### config.mk
export PLATFORM = sky130hd
export DESIGN_NAME = layer7_loop_sched
export DESIGN_NICKNAME = d
export VERILOG_FILES = /design/src/rtl/layer7_sched_pkg.sv /design/src/rtl/loop_counter_l7.sv /design/src/rtl/layer7_loop_sched.sv
export SDC_FILE = /design/constraint.sdc
export NUM_CORES = 1
export LEC_CHECK = 0
export BUFFER_PORTS_ARGS = -buffer_cell sky130_fd_sc_hd__buf_2
export CELL_PAD_IN_SITES_DETAIL_PLACEMENT = 1
export CELL_PAD_IN_SITES_GLOBAL_PLACEMENT = 2
export CORE_MARGIN = 1.5
export CORE_UTILIZATION = 31
export DETAILED_ROUTE_END_ITERATION = 7
export PLACE_DENSITY = 0.89
export SLEW_MARGIN = 20
export SYNTH_ARGS = -nofsm -noshare
export SYNTH_HDL_FRONTEND = slang
export SYNTH_HIERARCHICAL = 1
export SYNTH_SLANG_ARGS = --single-unit
### constraint.sdc
create_clock -name clk -period 2.52 [get_ports clk]
set_input_delay 0.252 -clock clk [delete_from_list [all_inputs] [get_ports clk]]
set_output_delay 0.252 -clock clk [all_outputs]
set_load 0.02 [all_outputs]
### src/rtl/layer7_sched_pkg.sv
// layer7_sched_pkg: shared scheduler state encoding, layer-7 loop bounds and width helper
package layer7_sched_pkg;
  typedef enum logic [1:0] {IDLE, RUN, DRAIN, DONE} state_e;
  localparam int L7_U_MAX = 4;
  localparam int L7_L_MAX = 3;
  localparam int L7_J_MAX = 2;
  localparam int L7_T_MAX = 1;
  localparam int L7_DRAIN_CYC = 3;
  // A bound of 0 still needs one storage bit
  function automatic int cw(input int m);
    return (m > 0) ? $clog2(m + 1) : 1;
  endfunction
endpackage

### src/rtl/loop_counter_l7.sv
// loop_counter_l7: wrap counter 0..MAX with synchronous clear, carry taken from at_max
module loop_counter_l7
  import layer7_sched_pkg::*;
#(
  parameter int MAX = 1,
  localparam int W = cw(MAX)
) (
  input  logic         clk,
  input  logic         rst,
  input  logic         inc,
  input  logic         clr,
  output logic [W-1:0] count,
  output logic         at_max
);
  logic [W-1:0] count_q, count_d;
  assign at_max = count_q == W'(MAX);
  assign count = count_q;
  always_comb count_d = clr ? '0 : inc ? (at_max ? '0 : count_q + 1'b1) : count_q;
  always_ff @(posedge clk or negedge rst)
    if (!rst) count_q <= '0;
    else count_q <= count_d;
endmodule

### src/rtl/layer7_loop_sched.sv
// layer7_loop_sched: sequences the u/l/j/t loop nest, then drains the MAC pipeline and pulses done
module layer7_loop_sched
  import layer7_sched_pkg::*;
#(
  parameter int U_MAX = L7_U_MAX,
  parameter int L_MAX = L7_L_MAX,
  parameter int J_MAX = L7_J_MAX,
  parameter int T_MAX = L7_T_MAX,
  parameter int DRAIN_CYC = L7_DRAIN_CYC,
  localparam int DW = cw(DRAIN_CYC - 1)
) (
  input  logic                clk,
  input  logic                rst,
  input  logic                start,
  input  logic                stall,
  input  logic                abort,
  output logic                busy,
  output logic                valid,
  output logic [cw(U_MAX)-1:0] u,
  output logic [cw(L_MAX)-1:0] l,
  output logic [cw(J_MAX)-1:0] j,
  output logic [cw(T_MAX)-1:0] t,
  output logic                u_wrap,
  output logic                l_wrap,
  output logic                j_wrap,
  output logic                last,
  output logic                done
);
  state_e state_q;
  logic [DW-1:0] drain_q;
  logic u_max, l_max, j_max, t_max, clr;
  assign valid = state_q == RUN && !stall;
  assign u_wrap = valid && u_max;
  assign l_wrap = u_wrap && l_max;
  assign j_wrap = l_wrap && j_max;
  assign last = j_wrap && t_max;
  assign busy = state_q == RUN || state_q == DRAIN;
  assign done = state_q == DONE;
  // Outside RUN the indices are held at zero; the final tuple also wraps them there naturally
  assign clr = abort || state_q != RUN;
  loop_counter_l7 #(.MAX(U_MAX)) u_cnt (.clk(clk), .rst(rst), .inc(valid),  .clr(clr), .count(u), .at_max(u_max));
  loop_counter_l7 #(.MAX(L_MAX)) l_cnt (.clk(clk), .rst(rst), .inc(u_wrap), .clr(clr), .count(l), .at_max(l_max));
  loop_counter_l7 #(.MAX(J_MAX)) j_cnt (.clk(clk), .rst(rst), .inc(l_wrap), .clr(clr), .count(j), .at_max(j_max));
  loop_counter_l7 #(.MAX(T_MAX)) t_cnt (.clk(clk), .rst(rst), .inc(j_wrap), .clr(clr), .count(t), .at_max(t_max));
  always_ff @(posedge clk or negedge rst)
    if (!rst) begin
      state_q <= IDLE;
      drain_q <= '0;
    end else if (abort) begin
      state_q <= IDLE;
    end else begin
      case (state_q)
        IDLE: if (start) state_q <= RUN;
        RUN:
          if (last) begin
            state_q <= DRAIN;
            drain_q <= DW'(DRAIN_CYC - 1);
          end
        DRAIN:
          if (drain_q == '0) state_q <= DONE;
          else drain_q <= drain_q - 1'b1;
        DONE: state_q <= IDLE;
        default: state_q <= IDLE;
      endcase
    end
endmodule
==> tab_implementation.tex <==
\begin{tabular}{lr}
\hline
Metric & Value \\
\hline
\multicolumn{2}{l}{\textbf{Route}} \\
\quad 1st-pass router iterations & 2 \\
\quad Number of nets still failing antenna checks after routing & 0 \\
\quad Aggregate routed wire length & between 1500 and 2000 µm \\
\quad Total via count in the routed design & between 600 and 700 \\
\quad DR vias/cell & about 4.8 \\
\quad Iteration-0 DRC count of the detailed router & 2 \\
\quad Wire per inst & 13.4 µm \\
\quad DRC viols & 0 \\
\multicolumn{2}{l}{\textbf{Synth}} \\
\quad Async S/R FF share, synth & 1.00 \\
\quad Count of flip-flops with a built-in enable after synthesis & 0 \\
\quad Flip-flop and latch count after synthesis & 12 \\
\quad Number of instances in the synthesized netlist & 76 \\
\quad Most instantiated cells after synthesis & 12 x dfrtp\_1, 8 x ha\_1, 8 x inv\_1 \\
\quad Count of synthesis-stage warnings from yosys & 6 \\
\quad Mapped cell area & slightly below 800 µm² \\
\quad Most used DFF post-synth & dfrtp\_1 \\
\quad Cell with the most instances after synthesis & dfrtp\_1 \\
\quad Top cell type by total area after synthesis & dfrtp\_1 \\
\quad Sequential-to-total area share from yosys stat & 0.390 \\
\quad Number of distinct library cells after synthesis & 27 \\
\quad Top post-synthesis cells by area & dfrtp\_1 39\%, ha\_1 13\%, nand2b\_1 5.7\%, mux2i\_1 3.9\%, inv\_1 3.9\% \\
\quad Mean post-synth cell area & 10.1 µm² \\
\quad Post-synth top area share & 0.390 \\
\quad Synthesized netlist net count & between 80 and 90 \\
\multicolumn{2}{l}{\textbf{CTS}} \\
\quad Post-CTS Repair Setup Buffers & 0 \\
\quad Maximum buffer depth of the clock tree & 2 \\
\quad CTS root buffer & clkbuf\_4 \\
\quad Post-cts repair resize count & 0 \\
\quad Post-CTS clock slew at the launch and capture registers of the worst setup and hold paths & approximately 0.080 ns \\
\quad Number of sinks handled by clock tree synthesis & 12 \\
\quad Clock tree from TritonCTS & done \\
\quad Total CTS buffers & 3 \\
\quad Level count of the clock H-tree & 1 \\
\quad Clock insertion delay at the later pin of the skew report & 0.28 ns \\
\multicolumn{2}{l}{\textbf{Worst setup path}} \\
\quad CP delay by family, top & simple AND/OR/NAND/NOR gates \\
\quad Startpoint-to-endpoint class of the critical path & reg -> out \\
\quad Signal arrival time at the worst endpoint & 1.97 ns \\
\quad Biggest cell delay along the critical path & 0.41 ns \\
\quad Flop-to-flop setup slack & about 0.59 ns \\
\quad Nature of the critical path endpoint & primary output \\
\quad Levels on crit path & 8 \\
\quad Most frequent CP cell & inv\_1 \\
\quad Buffers plus inverters on the worst setup path & 3 \\
\quad Critical-path cell with the highest stage delay & dfrtp\_1 \\
\quad Critical R2R Capture & j\_cnt/count[0]\$\_DFFE\_PN0P\_ \\
\quad Launching element type of the critical path & flop \\
\quad Worst R2R Path Depth & 7 \\
\quad RR Startpoint & state\_q[1]\$\_DFFE\_PN0P\_ \\
\quad Crit path max fanout & 4 \\
\quad Worst path required time & 2.27 ns \\
\quad Cells along the critical path & inv\_1 > ha\_1 > nand2\_1 > inv\_1 > nand3\_1 > nor3b\_1 > and2\_1 > buf\_2 \\
\multicolumn{2}{l}{\textbf{Global routing}} \\
\quad GRT Resource Usage Total & 0.158 \\
\quad Overflow after GRT & 0 \\
\quad Wire length of the first global-routing pass & 3090 µm \\
\quad Initial antenna violation count & 0 \\
\quad Largest net degree at the start of global routing & 13 \\
\quad Number of global-route vias before repair & approximately 670 \\
\multicolumn{2}{l}{\textbf{Power}} \\
\quad Worst ir drop on vdd & $\sim$0.32 mV \\
\quad Cell leakage power & 0.485 nW \\
\quad PD cells & around 710 nW/µm² \\
\quad Overall power & 0.667 mW \\
\multicolumn{2}{l}{\textbf{Placed design}} \\
\quad Final weighted congestion of routability-driven global placement & 0.797 \\
\quad Half-perimeter wire length after detailed placement & $\sim$1300 µm \\
\quad I/O Buffers & 19 \\
\quad Pre-CTS worst setup slack & roughly 0.58 ns \\
\quad Cell total after placement & 123 \\
\quad Standard cell area after detailed placement & between 800 and 900 µm² \\
\multicolumn{2}{l}{\textbf{Worst hold path}} \\
\quad Hold Path Origin & abort \\
\quad Hold path cells & 3 \\
\quad Endpoint of the worst hold path & state\_q[1]\$\_DFFE\_PN0P\_ \\
\quad Worst hold-check path type & in -> reg \\
\multicolumn{2}{l}{\textbf{Layout}} \\
\quad Non-Filler Instances & approximately 130 \\
\quad Layout cell share with drive strength beyond 1 & 0.300 \\
\quad Non-Filler Cell Area, Final & $\sim$950 µm² \\
\quad Nets@finish & 114 \\
\quad \# diodes & 0 \\
\quad P\&R area growth vs syn & 22.9\% \\
\multicolumn{2}{l}{\textbf{Floorplan}} \\
\quad Die Span Y & 52.8 µm \\
\quad Cell Rows & 17 \\
\quad I/O pin count & 20 \\
\quad Overall die area & 2790 µm² \\
\quad DIE WIDTH & between 50 and 60 µm \\
\quad Initial core utilization & 0.338 \\
\quad Standard cell core area & about 2300 µm² \\
\multicolumn{2}{l}{\textbf{STA}} \\
\quad Period Utilization, post-route & 0.883 \\
\quad Headroom to the max-slew limit & 0.726 \\
\quad Measured slew at the worst slew-check pin & roughly 0.4 ns \\
\quad Post-route worst setup slack & $\sim$0.29 ns \\
\quad Worst Skew & 0.00326 ns \\
\quad Setup repair after global routing missed its margin & no \\
\quad Number of failing setup endpoints in the final timing report & 0 \\
\quad Final Hold Fails & 0 \\
\quad Final worst path period need & 2.23 ns \\
\quad Setup TNS & 0 ns \\
\quad Highest clock rate & between 0.4 and 0.5 GHz \\
\quad Total count of max-transition violations in the final report & 0 \\
\multicolumn{2}{l}{\textbf{Flow run}} \\
\quad Max Cap Violations & 0 \\
\multicolumn{2}{l}{\textbf{Outcome}} \\
\quad Result of the run & finished clean \\
\hline
\end{tabular}
## repair_timing
item                       CTS  global route
hold buffers                 1             0
hold endpoints to repair    12             0
setup endpoints to repair    0             0
## registers in the layout, indices dropped and copies added (netlist names)
name	cells
u_cnt/count	3
t_cnt/at_max	1
state_q	2
l_cnt/count	2
j_cnt/count	2
drain_q	2
## final cells by class
cell class / count / area, µm²
clock buffer: 4 / 36.3
fill: 262 / 1330
tap: 28 / 35.0
inverter: 8 / 30.0
sequential: 12 / 300
multi-input combinational: 55 / 432
timing repair buffer: 21 / 113
## worst min-delay path, delay by kind of cell
family	cells	cell delay, ns
and+or+nand+nor	1	0.12
buffers and inverters	1	0.15
muxes	1	0.06
## how the worst max path moves through the flow
| stage | slack (ns) | end | start |
|---|---|---|---|
| detailed placement | 0.58 | last | u_cnt/count[0]$_DFFE_PN0P_ |
| finish | 0.29 | last | u_cnt/count[0]$_DFFE_PN0P_ |
| global route | 0.07 | last | u_cnt/count[0]$_DFFE_PN0P_ |
| global placement | 0.62 | last | u_cnt/count[0]$_DFFE_PN0P_ |
| CTS | 0.25 | last | u_cnt/count[0]$_DFFE_PN0P_ |
| floorplan | 0.25 | j_cnt/count[0]$_DFFE_PN0P_ | state_q[1]$_DFFE_PN0P_ |
## placed cells by master (no fill, tap or decap), types with 2 or more instances in the layout
master and n:
nand3_1 2, mux2i_1 3, nor2_1 6, dfrtp_1 12, a21oi_1 5, and2_1 2
or3b_1 2, nor2b_1 3, ha_1 8, a21oi_2 3, clkbuf_4 3, buf_2 19
nand2b_1 7, inv_1 8
## metrics by stage
step                hold WS [ns]  utilization
floorplan                -0.0436            -
global placement           0.155        0.395
detailed placement         0.154        0.395
CTS                        0.342        0.416
global route               0.362        0.416
finish                     0.344        0.416
## layer usage
layer	part of all wire	vias up	global-route usage
met5	0	-	0
met4	0.021	0	0.0983
met3	0.041	4	0.0429
met2	0.48	11	0.248
met1	0.46	293	0.188
li1	-	308	-
## report_power, final
group	switching (mW)	internal (mW)
sequential	0.0192	0.218
clock	0.0714	0.0879
combinational	0.161	0.111
total	0.251	0.416
## cell families after synthesis
group | Yosys count | share of synthesized area
AOI/OAI and AO/OA | 14 | 0.140
xor gates and xnor gates | 1 | 0.0114
adders and majority gates | 8 | 0.130
buffers and inverters | 9 | 0.0488
DFF | 12 | 0.390
muxes | 4 | 0.0537
and+or+nand+nor | 28 | 0.226
(Power assumes the default switching activity.)
